[config.mk]
export PLATFORM = sky130hd
export DESIGN_NAME = tcm_lsu_master
export DESIGN_NICKNAME = d
export VERILOG_FILES = /design/src/rtl/tcm_lsu_master.sv
export SDC_FILE = /design/constraint.sdc
export NUM_CORES = 1
export LEC_CHECK = 0
export ABC_CLOCK_PERIOD_IN_PS = 1700
export CAP_MARGIN = 20
export CORE_MARGIN = 10
export CORE_UTILIZATION = 37
export CTS_CLUSTER_SIZE = 40
export DETAILED_ROUTE_END_ITERATION = 10
export PLACE_DENSITY = 0.76
export SLEW_MARGIN = 20
export SYNTH_ARGS = -nofsm -noshare
export SYNTH_HDL_FRONTEND = slang
export SYNTH_SLANG_ARGS = --single-unit
[constraint.sdc]
create_clock -name clk_i -period 1.7 [get_ports clk_i]
set_input_delay 0.17 -clock clk_i [delete_from_list [all_inputs] [get_ports clk_i]]
set_output_delay 0.17 -clock clk_i [all_outputs]
set_load 0.005 [all_outputs]
[src/rtl/tcm_lsu_master.sv]
// tcm_lsu_master: load/store initiator for the data side of the tightly-coupled memory.
// Accepts one execute-stage request at a time and issues one TCM access for it.
// For stores, the write data is placed on the correct byte lanes.
// For loads, the returned lane is extracted and then sign- or zero-extended.
// Every output is driven straight from a register.
//
// Optional feature, macro LSU_MISALIGN_SPLIT_EN:
//   A misaligned load is split into two aligned word reads, and the two words are merged.
//   Misaligned stores always return an error, whether or not the macro is defined.
//
// Handshakes (strict valid/ready):
//   A transfer happens on a rising edge where valid and ready are both high.
//   A source that has raised valid keeps valid and its payload stable until that edge.
//   req_ready_o is high only in IDLE.
//   rsp_valid_o, rsp_rdata_o and rsp_err_o are held until rsp_ready_i is seen high.
module tcm_lsu_master #(
    parameter int ADDR_W = 32,
    parameter int DATA_W = 32
) (
    input  logic              clk_i,
    input  logic              rst_i,
    input  logic              req_valid_i,
    output logic              req_ready_o,
    input  logic              req_we_i,
    input  logic [ADDR_W-1:0] req_addr_i,
    input  logic [1:0]        req_size_i,
    input  logic              req_unsigned_i,
    input  logic [DATA_W-1:0] req_wdata_i,
    output logic              rsp_valid_o,
    input  logic              rsp_ready_i,
    output logic [DATA_W-1:0] rsp_rdata_o,
    output logic              rsp_err_o,
    output logic [ADDR_W-1:0] tcm_addr_o,
    output logic              tcm_rd_o,
    output logic              tcm_we_o,
    output logic [2:0]        tcm_size_o,
    output logic [DATA_W-1:0] tcm_data_o,
    input  logic [DATA_W-1:0] tcm_data_i
);

    typedef enum logic [2:0] {
        ST_IDLE   = 3'd0,
        ST_ISSUE  = 3'd1,
        ST_WAIT   = 3'd2,
`ifdef LSU_MISALIGN_SPLIT_EN
        ST_ISSUE2 = 3'd4,
        ST_WAIT2  = 3'd5,
`endif
        ST_RESP   = 3'd3
    } state_t;

    // One-hot TCM size code; the reserved size 11 is treated as a word.
    function automatic logic [2:0] size_onehot(input logic [1:0] sz);
        case (sz)
            2'b00:   size_onehot = 3'b001;
            2'b01:   size_onehot = 3'b010;
            default: size_onehot = 3'b100;
        endcase
    endfunction

    // Half needs an even address; word needs a 4-byte-aligned address.
    function automatic logic is_misaligned(input logic [1:0] sz, input logic [1:0] ofs);
        case (sz)
            2'b00:   is_misaligned = 1'b0;
            2'b01:   is_misaligned = ofs[0];
            default: is_misaligned = (ofs != 2'b00);
        endcase
    endfunction

    // Moves right-justified store data onto the byte lanes selected by the address.
    function automatic logic [31:0] lane_wdata(input logic [31:0] wd, input logic [1:0] sz,
                                               input logic [1:0] ofs);
        case (sz)
            2'b00:   lane_wdata = {24'h0, wd[7:0]} << {ofs, 3'b000};
            2'b01:   lane_wdata = {16'h0, wd[15:0]} << {ofs, 3'b000};
            default: lane_wdata = wd;
        endcase
    endfunction

    // Shifts the addressed bytes down to bit 0, truncates them and extends them.
    // The raw input is 64 bits wide so that a split access can pass {hi, lo}.
    function automatic logic [31:0] extend_load(input logic [63:0] raw, input logic [1:0] ofs,
                                                input logic [1:0] sz, input logic uns);
        logic [31:0] sh;
        sh = 32'(raw >> {ofs, 3'b000});
        case (sz)
            2'b00:   extend_load = uns ? {24'h0, sh[7:0]}  : {{24{sh[7]}}, sh[7:0]};
            2'b01:   extend_load = uns ? {16'h0, sh[15:0]} : {{16{sh[15]}}, sh[15:0]};
            default: extend_load = sh;
        endcase
    endfunction

    state_t            state_q, state_d;
    logic              we_q, we_d;
    logic [1:0]        ofs_q, ofs_d;
    logic [1:0]        size_q, size_d;
    logic              uns_q, uns_d;
    logic              req_ready_q, req_ready_d;
    logic              rsp_valid_q, rsp_valid_d;
    logic [DATA_W-1:0] rsp_rdata_q, rsp_rdata_d;
    logic              rsp_err_q, rsp_err_d;
    logic [ADDR_W-1:0] tcm_addr_q, tcm_addr_d;
    logic              tcm_rd_q, tcm_rd_d;
    logic              tcm_we_q, tcm_we_d;
    logic [2:0]        tcm_size_q, tcm_size_d;
    logic [DATA_W-1:0] tcm_data_q, tcm_data_d;
    logic              req_fire;
    logic              req_mis;
`ifdef LSU_MISALIGN_SPLIT_EN
    logic [ADDR_W-3:0] base_q, base_d;   // word index of the low word
    logic              split_q, split_d; // current load takes two reads
    logic [DATA_W-1:0] hold_q, hold_d;   // low word of a split load
`endif

    assign req_fire = req_valid_i && req_ready_q;
    assign req_mis  = is_misaligned(req_size_i, req_addr_i[1:0]);

    // Next-state and next-output logic.
    // Outputs are computed for the state being entered so that they can be registered.
    always_comb begin
        state_d     = state_q;
        we_d        = we_q;
        ofs_d       = ofs_q;
        size_d      = size_q;
        uns_d       = uns_q;
        rsp_valid_d = 1'b0;
        rsp_rdata_d = '0;
        rsp_err_d   = 1'b0;
        tcm_addr_d  = '0;
        tcm_rd_d    = 1'b0;
        tcm_we_d    = 1'b0;
        tcm_size_d  = 3'b000;
        tcm_data_d  = '0;
`ifdef LSU_MISALIGN_SPLIT_EN
        base_d      = base_q;
        split_d     = split_q;
        hold_d      = hold_q;
`endif
        case (state_q)
            ST_IDLE: begin
                if (req_fire) begin
                    we_d   = req_we_i;
                    ofs_d  = req_addr_i[1:0];
                    size_d = req_size_i;
                    uns_d  = req_unsigned_i;
`ifdef LSU_MISALIGN_SPLIT_EN
                    base_d  = req_addr_i[ADDR_W-1:2];
                    split_d = 1'b0;
                    if (req_mis && req_we_i) begin
                        state_d     = ST_RESP;
                        rsp_valid_d = 1'b1;
                        rsp_err_d   = 1'b1;
                    end else if (req_mis) begin
                        // First half of a split load: the aligned word holding the low bytes.
                        split_d    = 1'b1;
                        state_d    = ST_ISSUE;
                        tcm_addr_d = {req_addr_i[ADDR_W-1:2], 2'b00};
                        tcm_size_d = 3'b100;
                        tcm_rd_d   = 1'b1;
                    end else begin
`else
                    if (req_mis) begin
                        state_d     = ST_RESP;
                        rsp_valid_d = 1'b1;
                        rsp_err_d   = 1'b1;
                    end else begin
`endif
                        state_d    = ST_ISSUE;
                        tcm_addr_d = req_addr_i;
                        tcm_size_d = size_onehot(req_size_i);
                        if (req_we_i) begin
                            tcm_we_d   = 1'b1;
                            tcm_data_d = lane_wdata(req_wdata_i, req_size_i, req_addr_i[1:0]);
                        end else begin
                            tcm_rd_d = 1'b1;
                        end
                    end
                end
            end
            ST_ISSUE: begin
                if (we_q) begin
                    state_d     = ST_RESP;
                    rsp_valid_d = 1'b1;
                end else begin
                    state_d = ST_WAIT;
                end
            end
            ST_WAIT: begin
`ifdef LSU_MISALIGN_SPLIT_EN
                if (split_q) begin
                    hold_d     = tcm_data_i;
                    state_d    = ST_ISSUE2;
                    tcm_addr_d = {base_q, 2'b00} + ADDR_W'(4);
                    tcm_size_d = 3'b100;
                    tcm_rd_d   = 1'b1;
                end else begin
                    state_d     = ST_RESP;
                    rsp_valid_d = 1'b1;
                    rsp_rdata_d = extend_load({32'h0, tcm_data_i}, ofs_q, size_q, uns_q);
                end
`else
                state_d     = ST_RESP;
                rsp_valid_d = 1'b1;
                rsp_rdata_d = extend_load({32'h0, tcm_data_i}, ofs_q, size_q, uns_q);
`endif
            end
`ifdef LSU_MISALIGN_SPLIT_EN
            ST_ISSUE2: begin
                state_d = ST_WAIT2;
            end
            ST_WAIT2: begin
                state_d     = ST_RESP;
                rsp_valid_d = 1'b1;
                rsp_rdata_d = extend_load({tcm_data_i, hold_q}, ofs_q, size_q, uns_q);
            end
`endif
            ST_RESP: begin
                if (rsp_ready_i) begin
                    state_d = ST_IDLE;
                end else begin
                    rsp_valid_d = 1'b1;
                    rsp_rdata_d = rsp_rdata_q;
                    rsp_err_d   = rsp_err_q;
                end
            end
            default: begin
                state_d = ST_IDLE;
            end
        endcase
        req_ready_d = (state_d == ST_IDLE);
    end

    // State, latched request and registered outputs.
    // A reset clears them all and abandons any access in flight.
    always_ff @(posedge clk_i) begin
        if (rst_i) begin
            state_q     <= ST_IDLE;
            we_q        <= 1'b0;
            ofs_q       <= 2'b00;
            size_q      <= 2'b00;
            uns_q       <= 1'b0;
            req_ready_q <= 1'b1;
            rsp_valid_q <= 1'b0;
            rsp_rdata_q <= '0;
            rsp_err_q   <= 1'b0;
            tcm_addr_q  <= '0;
            tcm_rd_q    <= 1'b0;
            tcm_we_q    <= 1'b0;
            tcm_size_q  <= 3'b000;
            tcm_data_q  <= '0;
`ifdef LSU_MISALIGN_SPLIT_EN
            base_q      <= '0;
            split_q     <= 1'b0;
            hold_q      <= '0;
`endif
        end else begin
            state_q     <= state_d;
            we_q        <= we_d;
            ofs_q       <= ofs_d;
            size_q      <= size_d;
            uns_q       <= uns_d;
            req_ready_q <= req_ready_d;
            rsp_valid_q <= rsp_valid_d;
            rsp_rdata_q <= rsp_rdata_d;
            rsp_err_q   <= rsp_err_d;
            tcm_addr_q  <= tcm_addr_d;
            tcm_rd_q    <= tcm_rd_d;
            tcm_we_q    <= tcm_we_d;
            tcm_size_q  <= tcm_size_d;
            tcm_data_q  <= tcm_data_d;
`ifdef LSU_MISALIGN_SPLIT_EN
            base_q      <= base_d;
            split_q     <= split_d;
            hold_q      <= hold_d;
`endif
        end
    end

    assign req_ready_o = req_ready_q;
    assign rsp_valid_o = rsp_valid_q;
    assign rsp_rdata_o = rsp_rdata_q;
    assign rsp_err_o   = rsp_err_q;
    assign tcm_addr_o  = tcm_addr_q;
    assign tcm_rd_o    = tcm_rd_q;
    assign tcm_we_o    = tcm_we_q;
    assign tcm_size_o  = tcm_size_q;
    assign tcm_data_o  = tcm_data_q;

endmodule
==> results.cfg <==
[pwr]
clkPwrFrac_pct = 51.2
p_sw_mw = 1.52
p_int_mw = 5.66
p_total_mw = 7.19
swShare_pct = 21.2
leakage_nw = 2.82
seqPwrFrac_pct = 37.9
p_comb_share_pct = 10.9
ir_worst_vdd_v = 0.000499
power_density_nw_per_um2 = 955

[logic_synthesis]
yosysMostFrequentCell = dfxtp_1
yosys_warnings = 0
synth_edf_count = 0
ys_seq_elements = 113
yosysUniqueCellTypes = 47
synth_area_leaders = dfxtp_1, and2_1, mux2i_1
syn_nets = 543
synth_top_cell_by_area = dfxtp_1
synthArstFlopShare_pct = 0
synthFlopType = dfxtp_1
synth_area_sq_um = 4550
netlist_instances = 439
synth_area_per_cell_sq_um = 10.4
ys_seq_area_share_pct = 49.8
netlist.area_leader.share_pct = 49.8
synth_commonest_cells = dfxtp_1, and2_1, nor2_1, o21ai_0, a22oi_1

[sta]
finalSetupViolations = 0
tns_ps = 0
fmax_mhz = 624
fin_crit_ps = 1600
drv_slew = 0
hold_viol = 0
rsz0062_at_grt = false
max-slew-margin-rel_pct = 63.2
tightest_slew_ps = 550
fin_crit_sh_pct = 94.3
finalClockSkew_ps = 6.35

[detailed_routing]
drt_iter0_drc = 360
wl_mm = 16.1
via_per_inst = 5.15
vias = 4257
wl_per_cell_microns = 19.4
drcViolationCount = 0
drt_pass1_iterations = 5
drtAntennaViolNets = 0

[worst_setup_path]
cp-start-kind = register
endpoint_kind = register
cp.arrival_ps = 1900
worstSetupPathType = reg2reg
path_max_fanout = 7
crit_required_ps = 1990

[cells_and_area]
drive_above_1_share_pct = 14.7
syn2layout_area_growth_pct = 65.5
layout.nets = 772
antennaDiodeCount = 0
design_area_sq_um = 7530

[placed_design]
place_area_sq_um = 6890
hpwl_mm = 12.3
gp_congestion = 0.880
port-buffer-count = 207

[cts]
clock_latency_ps = 410
cts_tree = built
cts_root_buf = clkbuf_16
cts.path.max_buffers = 2
cts_buffers = 17
clk_pin_slew_worst_paths_ps = 50
clock-sinks = 113
htreeDepth = 4
hold_buffers = 0

[grt]
grt_pass1_vias = 4384
grt_overflow = 0
grt_max_degree = 29
antenna_found_initial = 1
grt_pass1_wl_mm = 23.9
groute.usage.overall_pct = 18.1

[floorplanning]
fp.dieArea_sq_um = 17100
top_level_ports = 208
initial_core_util_pct = 37.9
die_w_microns = 131
fp.dieH_microns = 131
rows = 40
coreArea_sq_um = 12000

[flow_run]
drv_cap = 0

[run_status]
status = completed

[worst_hold_path]
hold_path_class = in2reg
==> cells in the final DEF (no fill, tap or decap), drive strengths merged, types with 4 or more instances in the layout <==
| cell | instances |
|---|---|
| nand2 | 21 |
| and2 | 42 |
| mux2 | 8 |
| a22oi | 32 |
| inv | 4 |
| mux2i | 24 |
| clkbuf | 20 |
| nor2 | 42 |
| clkdlybuf4s50 | 207 |
| nand3b | 8 |
| o2bb2ai | 8 |
| dfxtp | 113 |
| a221o | 7 |
| bufinv | 4 |
| nand3 | 9 |
| clkinv | 5 |
| buf | 34 |
| a21oi | 11 |
| mux4 | 8 |
| nand2b | 9 |
| o21ai | 34 |
==> sequential cells by signal (all words and copies together), names as in the netlist, 2 cells and up <==
name         flops
tcm_addr_o      32
ofs_q            2
rsp_rdata_o     32
tcm_size_o       3
tcm_data_o      32
state_q          3
size_q           2
==> through the flow <==
step                setup WS [ps]  utilization, %  hold slack (ps)  instances
floorplan                    60.3               -              242        439
global placement             -194            57.4              442        794
detailed placement           -275            57.4              443        794
CTS                          5.55            62.5              301        824
global route                 20.4            62.7              306        826
finish                       97.0            62.7              319        826
==> metal layers <==
metal	share of wire (%)	vias to the layer above	GRT usage (%)
li1	-	2016	-
met1	37	2039	19.3
met2	51	173	31.1
met3	9.7	29	6.81
met4	2.3	0	8.76
met5	0	-	0
==> area by class of cell <==
type	instances	area, sq um
repair buffers	241	2340
clock inverters	10	160
inverters	4	15.0
flip-flops and latches	113	2260
clock buffers	20	457
multi-input cells	291	2100
fillers	1007	4490
well taps	147	184
==> cell families after synthesis <==
kind of cell / share of synthesized area (%)
compound gates: 15.8
buf+inv: 4.15
flops: 49.8
mux: 11.3
other cells: 0.0825
simple gates: 18.9
==> worst max-delay path, stage by stage (launching register included) <==
cell	delay, ps
dfxtp_2	350
mux2_4	320
a211o_1	330
o211a_4	190
a221o_2	300
==> repair_timing <==
item,CTS,global route
resized for setup,0,2
endpoints found under the setup margin,0,37
setup buffers,0,1
==> power groups by stage <==
stage | clock network [mW] | registers [mW] | logic (mW)
after floorplan | 0 | 2.77 | 0.322
after global placement | 0 | 2.77 | 0.758
after detailed placement | 0 | 2.78 | 0.773
after CTS | 3.75 | 2.72 | 0.782
after global routing | 3.87 | 2.72 | 0.844
final | 3.68 | 2.72 | 0.782
==> worst paths after layout <==
| path | cells after the start | to | slack, ps | startpoint |
|---|---|---|---|---|
| worst max-delay path | 4 | rsp_rdata_o[28] | 100 | ofs_q[0] |
| worst min-delay path | 2 | tcm_addr_o[4] | 320 | req_addr_i[4] |
| worst max register to register | 4 | rsp_rdata_o[28] | 100 | ofs_q[0] |
| worst min register to register | 2 | rsp_rdata_o[14] | 450 | rsp_rdata_o[14] |
(Power assumes the default switching activity.)
